$ cat config.mk
export PLATFORM = sky130hd
export DESIGN_NAME = seg7_scan_ctrl
export DESIGN_NICKNAME = d
export VERILOG_FILES = /design/src/rtl/seg7_scan_ctrl.sv
export SDC_FILE = /design/constraint.sdc
export NUM_CORES = 1
export LEC_CHECK = 0
export BUFFER_PORTS_ARGS = -buffer_cell sky130_fd_sc_hd__buf_2
export CAP_MARGIN = 20
export CORE_ASPECT_RATIO = 1.25
export CORE_MARGIN = 4
export CORE_UTILIZATION = 35
export CTS_CLUSTER_SIZE = 12
export DETAILED_ROUTE_END_ITERATION = 12
export PLACE_DENSITY = 0.53
export RECOVER_POWER = 25
export SYNTH_ARGS = -nofsm -noshare
export SYNTH_HDL_FRONTEND = slang
export SYNTH_SLANG_ARGS = --single-unit
$ cat constraint.sdc
create_clock -name i_clk -period 2.08 [get_ports i_clk]
set_input_delay 0.52 -clock i_clk [delete_from_list [all_inputs] [get_ports i_clk]]
set_output_delay 0.52 -clock i_clk [all_outputs]
set_load 0.03 [all_outputs]
$ cat src/rtl/seg7_scan_ctrl.sv
// Four-digit multiplexed 7-segment scan controller with dead time,
// leading-zero blanking and a frame-synchronous double-buffered display value.
module seg7_scan_ctrl #(
  parameter int REFRESH_DIV = 50000,
  parameter int DEAD_CYCLES = 500,
  parameter int CNT_W       = 16
) (
  input  logic        i_clk,
  input  logic        i_rst_n,
  input  logic        i_en,
  input  logic        i_load,
  input  logic [15:0] i_value,
  input  logic [3:0]  i_dp,
  input  logic        i_lzb,
  output logic [1:0]  o_sel,
  output logic [3:0]  o_bcd,
  output logic        o_dp,
  output logic        o_blank,
  output logic        o_frame
);

  localparam logic [CNT_W-1:0] TC   = CNT_W'(REFRESH_DIV - 1);
  localparam logic [CNT_W-1:0] DEAD = CNT_W'(DEAD_CYCLES);

  logic [CNT_W-1:0] cnt, cnt_n;
  logic [1:0]       idx, idx_n;
  logic [15:0]      pend_val, act_val, act_n;
  logic [3:0]       pend_dp, act_dp, act_dp_n;
  logic             pend_flag;
  logic             wrap, xfer, lz, blank_n;
  logic [3:0]       digit;

  // Outputs are registered from next-state values so sel/bcd/dp/blank
  // always describe the slot the counters are entering, with no skew.
  always_comb begin
    wrap  = i_en && (cnt == TC) && (idx == 2'd3);
    xfer  = pend_flag && (wrap || !i_en);
    cnt_n = '0;
    idx_n = '0;
    if (i_en) begin
      if (cnt == TC) begin
        cnt_n = '0;
        idx_n = idx + 2'd1;
      end else begin
        cnt_n = cnt + 1'b1;
        idx_n = idx;
      end
    end
    act_n    = xfer ? pend_val : act_val;
    act_dp_n = xfer ? pend_dp  : act_dp;
    digit    = act_n[{idx_n, 2'b00} +: 4];
    case (idx_n)
      2'd3:    lz = (act_n[15:12] == 4'd0);
      2'd2:    lz = (act_n[15:8]  == 8'd0);
      2'd1:    lz = (act_n[15:4]  == 12'd0);
      default: lz = 1'b0;
    endcase
    blank_n = !i_en || (cnt_n < DEAD) || (i_lzb && lz);
  end

  always_ff @(posedge i_clk or negedge i_rst_n) begin
    if (!i_rst_n) begin
      cnt       <= '0;
      idx       <= '0;
      pend_val  <= '0;
      pend_dp   <= '0;
      pend_flag <= 1'b0;
      act_val   <= '0;
      act_dp    <= '0;
      o_sel     <= '0;
      o_bcd     <= '0;
      o_dp      <= 1'b0;
      o_blank   <= 1'b1;
      o_frame   <= 1'b0;
    end else begin
      cnt     <= cnt_n;
      idx     <= idx_n;
      act_val <= act_n;
      act_dp  <= act_dp_n;
      // A load coinciding with a transfer keeps the flag set for the new data.
      if (i_load) begin
        pend_val  <= i_value;
        pend_dp   <= i_dp;
        pend_flag <= 1'b1;
      end else if (xfer) begin
        pend_flag <= 1'b0;
      end
      o_sel   <= idx_n;
      o_bcd   <= digit;
      o_dp    <= act_dp_n[idx_n] & ~blank_n;
      o_blank <= blank_n;
      o_frame <= wrap;
    end
  end

endmodule
## Yosys cells after proc, flatten, opt, wreduce, memory -nomap -nowiden

Cells that the tools add are included.

- Magnitude comparators: 2
- Add/subtract/negate cells: 2
- Bitwise gates (word level): 2
- Mux-type cells: 11
- Reductions and logical operators: 12
- Equal/unequal tests: 5
- Shifts and indexed selects: 1

Operators with widths:

| kind | count |
|---|---|
| two-way mux 16 bit | 3 |
| adder 16 x 1 -> 16 bit, second input constant | 1 |
| == test 16 bit, second input constant | 1 |
| less-than comparator 16 x 9 -> 1 bit, second input constant | 1 |
| variable part select 16 x 5 -> 4 bit | 1 |
| zero test 12 bit | 1 |
| zero test 8 bit | 1 |
| == test 2 bit, second input constant | 3 |
| logical AND 1 bit | 4 |
| zero test 4 bit | 1 |
| two-way mux 2 bit | 2 |
| two-way mux 4 bit | 1 |
| logical OR 1 bit | 3 |
| less-than comparator 2 x 3 -> 1 bit, second input constant | 1 |
| two-way mux 1 bit | 3 |
| one-hot mux 1 bit (3 select lines) | 1 |
| adder 2 x 1 -> 2 bit, second input constant | 1 |
| binary-select mux 1 bit (select 2 bit) | 1 |
| == test 2 x 1 -> 1 bit, second input constant | 1 |
| nonzero test 2 bit | 1 |
| AND 1 bit | 1 |
| zero test 1 bit | 1 |
| inverter 1 bit | 1 |

- Register bits after elaboration: 66
- Bits of input ports: 25

## Logic depth before layout (Yosys ltp)

Gate-level depths: netlist of the first run.

- Depth in word-level cells: 12
- Mapped depth: 9
- Gate-level depth less buffers: 8

## Least setup slack after synthesis of the first run

OpenSTA, ideal clock, no wires.

- Path kind: flip-flop to flip-flop
- From: register cnt[0]
- To: register o_bcd[0]
- Library setup time: 0.126 ns
- Arrival time: 2.161 ns
- Setup slack: -0.207 ns
- Stages on the path, launching flop included: 10
- Path buffers: 2
- Path through: dfrtp_1 -> ha_1 -> buf_2 -> nand4b_2 -> o41ai_4 -> nand2_4 -> buf_6 -> mux2_4 -> mux2i_1 -> mux2i_1

- Longest elaborated chain between the ends: 7
- Elaborated cells between the ends (all ways): 9

Ends and longest elaborated chain:

| item | line | source |
|---|---|---|
| start, declared | 25 | `logic [CNT_W-1:0] cnt, cnt_n;` |
| start signal, assigned | 76 | `cnt <= cnt_n;` |
| == test 16 bit | 36 | `wrap = i_en && (cnt == TC) && (idx == 2'd3);` |
| logical AND 1 bit (2 in a row) | 36 |  |
| logical OR 1 bit | 37 | `xfer = pend_flag && (wrap \|\| !i_en);` |
| logical AND 1 bit | 37 |  |
| two-way mux 16 bit | 49 | `act_n = xfer ? pend_val : act_val;` |
| net act_n[0] | 27 | `logic [15:0] pend_val, act_val, act_n;` |
| variable part select 16 x 5 -> 4 bit | 51 | `digit = act_n[{idx_n, 2'b00} +: 4];` |
| net digit[0] | 31 | `logic [3:0] digit;` |
| end signal, assigned | 89 | `o_bcd <= digit;` |
| end, declared | 16 | `output logic [3:0] o_bcd,` |

The timed path passes the listed nets, and every way through them passes these cells.
A chain may end at the register's enable or synchronous reset.

## Worst setup path in the final report of the first run

- From: register cnt[10]
- To: register o_blank

- Longest elaborated chain between the ends: 10
- Elaborated cells between the ends (all ways): 22

Ends and longest elaborated chain:

| item | line | source |
|---|---|---|
| branches (longest 9 deep; another with adder 16 x 1 -> 16 bit) | - |  |
| logical OR 1 bit * | 58 | `blank_n = !i_en \|\| (cnt_n < DEAD) \|\| (i_lzb && lz);` |
| net blank_n | 30 | `logic wrap, xfer, lz, blank_n;` |
| end signal, assigned | 91 | `o_blank <= blank_n;` |
| end, declared | 18 | `output logic o_blank,` |

Mark *: on every way through the listed nets, which the timed path passes.

==> out/metrics.sh, run 1 <==
SYNTH_CELL_TYPES=50
TIMING.CRITICAL_PATH.DEPTH=7
WORST_PATH_DOMINANT_CELL_FAMILY='simple AND/OR/NAND/NOR gates'
DETAIL_ROUTE.WIRELENGTH_UM=7030
DIE_WIDTH_UM=94.2
GRT_ANTENNA_BEFORE_REPAIR=0
WORSTSETUPENDPOINTTYPE='register'
AREA_DELTA_SYNTH_FINAL_PCT=32.4
MAXIMUM_NUMBER_OF_PINS_ON_ONE_NET_BEFORE_GLOBAL_ROUTE_REPAIR=67
CLOCK-SINKS=66
SETUP_TNS_PS=-263
FINALCRITPERIODSHARE_PCT=105
WORST_HOLD_PATH.NUM_CELLS=2
SYNTH-EDFF-COUNT=0
CP_CELL_SEQUENCE='or3b_4, nor4_4, xor2_1, buf_4, a211oi_2, o32ai_2, or2_2'
SYNTH.LARGEST_AREA_CELL='dfrtp_1'
NUMBER_OF_DESIGN_RULE_VIOLATIONS_LEFT_BY_THE_FIRST_DETAILED_ROUTER_ITERATION=61
WORST_SLACK_PS=-107
SYNTH_ASYNC_SR_FLOP_SHARE_PCT=100
CPMAXSTAGEDELAYCELL='dfrtp_2'
FP.DIEAREA_SQ_UM=10900
WORST_PIN_SLEW_PS=1600
IRDROPWORSTVDD_uV=520
POST_DRT_VIA_CELL_RATIO=4.82
LAYOUT-DRIVE-GT1-SHARE_PCT=47.3
SYNTH.CELL_AREA_SQ_UM=3250
POWER_DENSITY_nW_PER_UM2=818
YS_FF_LATCH=66
CRITICAL_PATH_REQUIRED_PS=2340
PRE_CTS_WS_PS=-177
DRT_PASS1_ITERATIONS=4
CLOCK_SKEW_PS=4.83
CLOCKBUFFERDEPTH=2
SYNTH_LARGEST_TYPE_AREA_FRACTION_PCT=50.0
CLKTRANSATPATHREGS_PS=60
YS_DOMINANT_REG_CELL='dfrtp_1'
WORST_HOLD_SLACK_PS=418
DIODES=0
DIE-HEIGHT_UM=116
FINALSETUPVIOLCOUNT=6
WORSTPATHMAXFANOUT=6
ROUTE.VIAS.TOTAL=2276
IO-PIN-COUNT=34
PLACEMENT.IO_BUFFERS=33
RUN_STATUS='finished, violations left'
DPL_CELL_AREA_SQ_UM=3870
CTS_INSERTED_BUFFERS=9
VIAS_IN_THE_FIRST_GLOBAL_ROUTE=2458
SLEW_VIOL_FINAL=67
ROUTED_WIRE_LENGTH_PER_INSTANCE_UM=14.9
FINALCOREUTILIZATION_PCT=47.2
GRT_PASS1_WL_UM=11600
POST_SYNTH_INST_COUNT=265
FINAL_COMMON_CELL='dfrtp_1'
WORST_SKEW_PAIR.LATE_LATENCY_PS=330
CTS_HOLD_BUF=0
FLOORPLAN.ROWS=39
FINALINSTANCEAREA_SQ_UM=4310
CLOCK-ROOT-BUFFER='clkbuf_16'
YS_WARN_COUNT=0
FINALCRITICALPERIOD_PS=2190
REMAINING_DRC_ERRORS=0
NUMBER_OF_MAX_CAP_VIOLATIONS=1
TIMING.SLEW.HEADROOM_PCT=-6.60
CTS.HTREE.LEVELS=3
RSZ0062_AT_GRT='true'
LEAKAGE_nW=1.97
CRITICAL-PATH-MAX-STAGE-DELAY_PS=440
NETLIST_TOP_CELLS_AREA='dfrtp_1 50%, mux2_2 9.7%, mux2_4 4.6%'
SEQ_AREA_FRAC_SYNTH_PCT=50.8
CP_DATA_ARRIVAL_TIME_PS=2450
CORE_AREA_SQ_UM=9130
GROUTE.USAGE.OVERALL_PCT=14.1
SYN_AVG_CELL_AREA_SQ_UM=12.3
CRITICAL_PATH.N_BUFFERS_INVERTERS=1
DPL.HPWL_UM=5140
HOLDCRITPATHCLASS='input port to register'
MAPPEDNETLISTNETS=292
INITIAL_STANDARD_CELL_UTILIZATION_OF_THE_CORE_PCT=35.6
MOST-COMMON-LAYOUT-CELLS='62 x dfrtp_1, 46 x buf_4, 33 x buf_2'
GLOBALROUTEOVERFLOWTOTAL=0
DETAIL-ROUTE-ANTENNA-NETS=0
NNETSFINAL=371
PATH_CLASS='register to register'
HOLD_VIOL_FINAL=0
R2R.WORST_PATH.CELLS=7
ROUTABILITYCONGESTION=0.802
VIOLATIONS='capacitance limit, slew limit, setup timing'
FMAXACHIEVABLE_GHz=0.457
TRITONCTS_CLOCK_TREE='built'
START_KIND='register'
flip-flops by register name (all words and copies together) (netlist names):
register and count:
act_dp 4, idx 2, o_dp 1, pend_flag 1, pend_val 16, cnt 16
pend_dp 4, o_frame 1, o_blank 1, act_val 16, o_bcd 4
area by class of cell:
type / instances / area (sq um)
fillers: 862 / 4820
flip-flops and latches: 66 / 1660
multi-input cells: 176 / 1590
repair buffers: 83 / 558
clock buffers: 9 / 225
well taps: 123 / 154
clock inverters: 7 / 93.8
inverters: 8 / 30.0
power breakdown:
| part | total, W | internal (W) | leakage (nW) | switching [W] |
|---|---|---|---|---|
| sequential | 0.00149 | 0.00142 | 0.810 | 0.0000701 |
| combinational | 0.000418 | 0.000213 | 1.00 | 0.000205 |
| clock | 0.00161 | 0.00105 | 0.151 | 0.000567 |
synthesized netlist by cell type, drive strengths merged, types with 3 or more instances:
library cell / instances
a21oi: 5
buf: 6
clkbuf: 9
dfrtp: 65
inv: 8
mux2: 38
mux2i: 14
nand2: 10
nand3: 8
nand4: 3
nand4bb: 3
nor2: 20
nor3: 6
nor4: 6
o211ai: 6
o21ai: 4
or4: 6
xnor2: 15
xor2: 3
per-layer routing:
| layer | GRT usage, % | part of all wire, % | up-vias |
|---|---|---|---|
| li1 | - | - | 1119 |
| met1 | 15.9 | 42 | 1111 |
| met2 | 25.0 | 52 | 35 |
| met3 | 2.79 | 3.2 | 11 |
| met4 | 7.23 | 2.3 | 0 |
| met5 | 0 | 0 | - |
per-stage QoR:
stage	power [W]	cells
after floorplan	0.00177	265
after global placement	0.00192	448
after detailed placement	0.00193	448
after CTS	0.00357	470
after global routing	0.00367	472
final	0.00352	472
final timing paths:
kind	from	slack, ps	to
worst max-delay path	cnt[10]$_DFF_PN0_	-110	o_blank$_DFF_PN1_
max in group asynchronous	i_rst_n	350	idx[0]$_DFF_PN0_
worst min-delay path	i_value[10]	420	pend_val[10]$_DFFE_PN0P_
worst max register to register	cnt[10]$_DFF_PN0_	-110	o_blank$_DFF_PN1_
min in group asynchronous	i_rst_n	670	cnt[14]$_DFF_PN0_
worst min register to register	act_val[2]$_DFF_PN0_	490	act_val[2]$_DFF_PN0_
kinds of logic after synthesis:
group	after synthesis	synth area share, %
AO/OA/AOI/OAI	29	6.89
XOR/XNOR	18	4.85
adder cells (fa/ha/maj)	2	0.769
buffers and inverters	23	3.58
flip-flops	66	50.8
multiplexers	52	18.6
AND/OR/NAND/NOR	75	14.5
worst register-to-register path, cell delays in order (launching register included):
cell and delay (ps):
dfrtp_2 440, or3b_4 410, nor4_4 300, xor2_1 140, buf_4 160, a211oi_2 250, o32ai_2 120, or2_2 300
repair_timing:
item	4_1_cts	5_1_grt
buffers inserted	6	2
setup endpoints to repair	6	6
resized for setup	14	5
pin swaps	8	2
Power figures use the tool's default switching activity.
==> run 2, diff against run 1 <==
CORE_UTILIZATION = 40   (was 35)
PLACE_DENSITY = 0.59   (was 0.53)
==> run 2 against run 1 <==
The flow finishes with violations (setup timing). Sequential power hardly changed. Clock-buffer cell count is 2 higher. Design area down 2.1%. Clock skew up 4.9 ps. First-iteration DRC count rose by 11%. Via count up 1.8%. Clock power is 27% lower. Routed wire length down 0.34%. Critical path depth is the same. Fmax up 3.4%. Sequential share of layout area increased by 0.82 points.
==> out/metrics.sh, run 2 (synthesized netlist as in run 1, its figures left out) <==
FINAL_COMMON_CELL='dfrtp_1'
CTS_HOLD_BUF=0
POWER_DENSITY_nW_PER_UM2=733
NUMBER_OF_MAX_CAP_VIOLATIONS=0
WORST_SLACK_PS=-35.0
WORSTSETUPENDPOINTTYPE='register'
TRITONCTS_CLOCK_TREE='built'
PATH_CLASS='register to register'
NUMBER_OF_DESIGN_RULE_VIOLATIONS_LEFT_BY_THE_FIRST_DETAILED_ROUTER_ITERATION=68
WORSTREG2REGSTART='cnt[7]$_DFF_PN0_'
MAXIMUM_NUMBER_OF_PINS_ON_ONE_NET_BEFORE_GLOBAL_ROUTE_REPAIR=32
GRT_PASS1_WL_UM=12100
PRE_CTS_WS_PS=-133
CTS.HTREE.LEVELS=3
START_KIND='register'
FINALCRITPERIODSHARE_PCT=102
IO-PIN-COUNT=34
CLOCK_SKEW_PS=9.77
FINALCRITICALPERIOD_PS=2120
R2R-END='o_blank$_DFF_PN1_'
GRT_ANTENNA_BEFORE_REPAIR=0
DETAIL-ROUTE-ANTENNA-NETS=0
ROUTED_METAL_1_WIRELENGTH_UM=2940
CTS_INSERTED_BUFFERS=9
REMAINING_DRC_ERRORS=0
CLOCKBUFFERDEPTH=2
ROUTE.VIAS.TOTAL=2318
GROUTE.USAGE.OVERALL_PCT=16.4
FINALSETUPVIOLCOUNT=3
WORSTPATHMAXFANOUT=4
IRDROPWORSTVDD_uV=508
DIE-HEIGHT_UM=109
CLOCK-SINKS=66
NNETSFINAL=375
DRT_PASS1_ITERATIONS=4
GLOBALROUTEOVERFLOWTOTAL=0
CPMAXSTAGEDELAYCELL='o41ai_4'
R2R.WORST_PATH.CELLS=7
ROUTED_WIRE_LENGTH_PER_INSTANCE_UM=15.6
DETAIL_ROUTE.WIRELENGTH_UM=7010
DESIGN_POWER_TOTAL_W=0.00309
LAYOUT-DRIVE-GT1-SHARE_PCT=47.3
CRITICAL_PATH_REQUIRED_PS=2340
CRITICAL-PATH-MAX-STAGE-DELAY_PS=440
DIODES=0
LAYOUT_TOP_REGISTERS='act_val (16), cnt (16), pend_val (16)'
RUN_STATUS='finished, violations left'
POST_DRT_VIA_CELL_RATIO=5.17
FMAXACHIEVABLE_GHz=0.473
HOLDCRITPATHCLASS='input port to asynchronous set/reset pin'
FINALCOREUTILIZATION_PCT=53.5
HIGHEST-SIGNAL-LAYER='met4'
PLACEMENT.IO_BUFFERS=33
HOLD_VIOL_FINAL=0
CP_DATA_ARRIVAL_TIME_PS=2380
DPL.HPWL_UM=5380
WORST_HOLD_SLACK_PS=395
WORST_SKEW_PAIR.LATE_LATENCY_PS=330
VIAS_IN_THE_FIRST_GLOBAL_ROUTE=2491
SETUP_TNS_PS=-84.7
ROUTE.MET2.WL_UM=3720
DIE_WIDTH_UM=88.6
REG2REG_SLACK_PS=-40
CP_CELL_SEQUENCE='nand4bb_4, o41ai_4, buf_4, a21oi_2, o221ai_1, o32ai_2, or2_4'
WORST_PIN_SLEW_PS=1160
FLOORPLAN.ROWS=36
INITIAL_STANDARD_CELL_UTILIZATION_OF_THE_CORE_PCT=41.3
CLOCK-ROOT-BUFFER='clkbuf_8'
MOST-COMMON-LAYOUT-CELLS='62 x dfrtp_1, 48 x buf_4, 32 x buf_2'
CLKTRANSATPATHREGS_PS=80
ROUTABILITYCONGESTION=0.804
LEAKAGE_nW=1.94
TIMING.SLEW.HEADROOM_PCT=22.8
CORE_AREA_SQ_UM=7880
SLEW_VIOL_FINAL=0
FP.DIEAREA_SQ_UM=9650
MET3ROUTEDLENGTH_UM=239
RSZ0062_AT_GRT='true'
AREA_DELTA_SYNTH_FINAL_PCT=29.6
VIOLATIONS='setup timing'
==> run 2: changes by cell type in the layout (fill, tap and decap cells not counted), sizes merged <==
cell and change:
clkinvlp -1, clkinv -1, buf +1, clkbuf +5
==> run 2: worst max path at each step <==
stage | from | endpoint | slack [ps] | cells after the start
after CTS | cnt[1]$_DFF_PN0_ | o_bcd[0]$_DFF_PN0_ | -50 | 8
after floorplan | cnt[12]$_DFF_PN0_ | o_bcd[0]$_DFF_PN0_ | -70 | 8
after global routing | cnt[1]$_DFF_PN0_ | o_blank$_DFF_PN1_ | -170 | 9
after detailed placement | cnt[0]$_DFF_PN0_ | o_blank$_DFF_PN1_ | -130 | 7
final | cnt[7]$_DFF_PN0_ | o_blank$_DFF_PN1_ | -40 | 7
after global placement | cnt[10]$_DFF_PN0_ | o_bcd[0]$_DFF_PN0_ | -70 | 7
==> run 2: what timing repair did <==
item / in CTS / in global routing
pin swaps: 11 / 3
endpoints found under the setup margin: 6 / 6
setup buffers: 8 / 1
gates resized for setup: 20 / 3
==> run 2: power by group <==
group	leakage, nW	internal (W)	total, W	switching, W
Sequential	0.810	0.00142	0.00149	0.0000732
Combinational	1.02	0.000215	0.000419	0.000204
Clock	0.109	0.000704	0.00118	0.000477
==> run 2: cell type report <==
type	instances	area [sq um]
tap	95	119
clock buffer	11	141
timing repair buffer	87	579
multi-input combinational	176	1610
sequential	66	1660
clock inverter	5	77.6
inverter	8	32.5
fill	685	3670
==> run 2: critical path: cells and delay by family (launching register included) <==
kind                   cells  cell delay [ps]
buffers and inverters      1              220
AO/OA/AOI/OAI              4              890
flip-flops                 1              410
AND/OR/NAND/NOR            2              530
==> run 2: stage by stage <==
step,cell area (sq um),std cells
2_1_floorplan,3310,265
6_report,4220,448
3_5_place_dp,3850,423
4_1_cts,4220,447
3_3_place_gp,3850,423
5_1_grt,4220,448
==> run 2: metal layers <==
layer  track usage (%)  up-vias
met4              4.97        0
met2              28.3       43
met1              20.3     1147
li1                  -     1117
met5                 0        -
met3              3.55       11
==> run 3, diff against run 2 <==
ABC_AREA = 1   (was not set)
ABC_CLOCK_PERIOD_IN_PS = 2080   (was not set)
CAP_MARGIN = not set   (was 20)
==> run 3 against run 2 <==
The run now ends clean. Fmax grew 4.8%. Clock power grew 6%. Worst hold slack lost 170 ps. Combinational power shrank 3%. Non-clock buffer count shrank 30. Cell count grew 17%. Area after synthesis shrank 6.4%. Worst setup slack gained 97 ps. Sequential power shrank 3%. Critical endpoint is now o_dp$_DFF_PN0_. Highest routed layer unchanged.
==> out/metrics.sh, run 3 <==
RUN_STATUS='finished clean'
HOLDCRITPATHCLASS='input port to asynchronous set/reset pin'
R2R.WORST_PATH.CELLS=14
WORST_HOLD_SLACK_PS=225
FF_LATCH_AREA_SQ_UM=1650
LEAKAGE_nW=2.02
SEQ_AREA_FRAC_SYNTH_PCT=54.3
WORST_PIN_SLEW_PS=637
POST_DRT_VIA_CELL_RATIO=4.77
ROUTABILITYCONGESTION=0.893
CLOCK-SINKS=66
VIAS_IN_THE_FIRST_GLOBAL_ROUTE=2439
SYN_AVG_CELL_AREA_SQ_UM=8.32
GRT_PASS1_WL_UM=11100
TIMING.SLEW.HEADROOM_PCT=57.5
PLACEMENT.IO_BUFFERS=33
SYNTH_LARGEST_TYPE_AREA_FRACTION_PCT=53.4
WORST_SLACK_PS=61.9
FINALSETUPVIOLCOUNT=0
DETAIL_ROUTE.WIRELENGTH_UM=6880
IRDROPWORSTVDD_uV=501
REG2REG_SLACK_PS=60
FINALCRITICALPERIOD_PS=2020
WORSTPATHMAXFANOUT=6
DPL.HPWL_UM=4770
DESIGN_POWER_TOTAL_W=0.00310
SYNTH.CELL_AREA_SQ_UM=3040
GROUTE.USAGE.OVERALL_PCT=15.6
R2R-END='o_dp$_DFF_PN0_'
FINAL.FILL_COUNT=686
PATH_CLASS='register to register'
PRE_CTS_WS_PS=-50.5
TRITONCTS_CLOCK_TREE='built'
MAXIMUM_NUMBER_OF_PINS_ON_ONE_NET_BEFORE_GLOBAL_ROUTE_REPAIR=67
FINAL_COMMON_CELL='nand2_1'
MULTIINPUTGATEAREA_SQ_UM=1240
POST_SYNTH_INST_COUNT=366
SYNTH-EDFF-COUNT=0
WORSTSETUPENDPOINTTYPE='register'
DIE-HEIGHT_UM=106
CP_DATA_ARRIVAL_TIME_PS=2250
NUMBER_OF_DESIGN_RULE_VIOLATIONS_LEFT_BY_THE_FIRST_DETAILED_ROUTER_ITERATION=121
CLOCK-ROOT-BUFFER='clkbuf_8'
SLEW_VIOL_FINAL=0
DIODES=0
WORSTREG2REGSTART='cnt[0]$_DFF_PN0_'
ROUTED_WIRE_LENGTH_PER_INSTANCE_UM=13.1
SYNTH_CELL_TYPES=31
DETAIL-ROUTE-ANTENNA-NETS=0
LAYOUT-DRIVE-GT1-SHARE_PCT=25.7
IO-PIN-COUNT=34
SYNTH_ASYNC_SR_FLOP_SHARE_PCT=100
YOSYS-TOP-CELLS-COUNT='120 x nand2_1, 65 x dfrtp_1, 54 x inv_1, 28 x nor2_1, 24 x nand3_1'
SYNTH_MOST_COMMON_CELL='nand2_1'
HOLD_VIOL_FINAL=0
POWER_DENSITY_nW_PER_UM2=813
LAYOUT_TOP_REGISTERS='act_val (16), cnt (16), pend_val (16)'
CLOCKBUFFERDEPTH=2
MOST-COMMON-LAYOUT-CELLS='115 x nand2_1, 64 x dfrtp_1, 54 x inv_1'
FP.DIEAREA_SQ_UM=9080
NETLIST_TOP_CELLS_AREA='dfrtp_1 53%, nand2_1 15%, inv_1 6.7%'
FLOORPLAN.ROWS=35
YS_DOMINANT_REG_CELL='dfrtp_1'
CLKTRANSATPATHREGS_PS=70
RSZ0062_AT_GRT='true'
GLOBALROUTEOVERFLOWTOTAL=0
NUMBER_OF_MAX_CAP_VIOLATIONS=0
DIE_WIDTH_UM=86.0
AREA_DELTA_SYNTH_FINAL_PCT=25.4
MAPPEDNETLISTNETS=393
CORE_AREA_SQ_UM=7400
CRITICAL_PATH_REQUIRED_PS=2310
CLOCK_SKEW_PS=11.7
CTS.HTREE.LEVELS=3
INITIAL_STANDARD_CELL_UTILIZATION_OF_THE_CORE_PCT=41.1
DRT_PASS1_ITERATIONS=4
CTS_INSERTED_BUFFERS=9
NNETSFINAL=454
FMAXACHIEVABLE_GHz=0.496
YS_FF_LATCH=66
REMAINING_DRC_ERRORS=0
YS_WARN_COUNT=0
START_KIND='register'
WORST_SKEW_PAIR.LATE_LATENCY_PS=340
SYNTH.LARGEST_AREA_CELL='dfrtp_1'
GRT_ANTENNA_BEFORE_REPAIR=0
ROUTE.VIAS.TOTAL=2497
FINALCRITPERIODSHARE_PCT=97.0
run 3: changes by cell type in the layout (fill, tap and decap cells not counted), moves of 14 or more:
cell	before	now
nand2_1	9	115
mux2_2	28	0
inv_1	7	54
buf_4	48	22
xnor2_1	15	1
run 3: cells by family (layout without fill, tap and decap cells):
logic type	Yosys count	count (layout)	share of synthesized area, %
DFF	66	66	54.3
xor gates and xnor gates	2	2	0.576
adders and majority gates	2	2	0.822
buffers and inverters	65	129	9.21
AOI/OAI and AO/OA	39	39	7.89
and+or+nand+nor	192	194	27.2
run 3: critical path, cell delays in order (launching register included):
cell and delay (ps):
dfrtp_1 400, ha_4 160, nand3_4 90, nor2_4 210, nand3_4 130, nand2_8 140, nand2_4 100, nand2_1 110
o21ai_2 80, nor2_1 110, nand2_1 60, nand2_1 70, nand3_2 110, nand2_2 110, nor2_2 30
run 3: what timing repair did:
| item | 4_1_cts | 5_1_grt |
|---|---|---|
| gates cloned | 0 | 2 |
| endpoints found under the setup margin | 1 | 6 |
| hold buffers | 0 | 0 |
| gates resized for setup | 3 | 20 |
| setup buffers | 0 | 9 |
| pin swaps | 1 | 12 |
run 3: routing by layer:
layer / track usage [%] / part of all wire [%] / vias to the layer above
met5: 0 / 0 / -
met4: 6.45 / 2.1 / 0
met3: 3.67 / 4.5 / 18
met2: 26.1 / 51 / 59
met1: 19.2 / 42 / 1157
li1: - / - / 1263
run 3: through the flow:
stage | cell area [sq um] | instances | utilization [%] | setup TNS [ps]
2_1_floorplan | 3040 | 366 | - | 0
3_3_place_gp | 3380 | 497 | 45.7 | 0
3_5_place_dp | 3380 | 497 | 45.7 | -50.5
4_1_cts | 3640 | 513 | 49.1 | 0
5_1_grt | 3820 | 524 | 51.6 | -35.1
6_report | 3820 | 524 | 51.6 | 0
run 3: cell type report:
type,instances,area share [%]
multi-input combinational,237,32.5
tap,92,3.02
clock inverter,4,1.90
clock buffer,12,4.33
sequential,66,43.3
inverter,56,5.51
timing repair buffer,57,9.44
run 3: power breakdown:
part           internal, W  switching, W
clock network     0.000771      0.000481
logic             0.000164      0.000245
registers          0.00139     0.0000517
total              0.00233      0.000777
run 3: worst max path at each step:
stage                          end  slack, ps  cells past startpoint             start
floorplan           o_dp$_DFF_PN0_        190                     13  cnt[0]$_DFF_PN0_
global placement    o_dp$_DFF_PN0_         20                     12  cnt[0]$_DFF_PN0_
detailed placement  o_dp$_DFF_PN0_        -50                     12  cnt[0]$_DFF_PN0_
CTS                 o_dp$_DFF_PN0_          9                     14  cnt[0]$_DFF_PN0_
global route        o_dp$_DFF_PN0_        -30                     13  cnt[0]$_DFF_PN0_
finish              o_dp$_DFF_PN0_         60                     14  cnt[0]$_DFF_PN0_
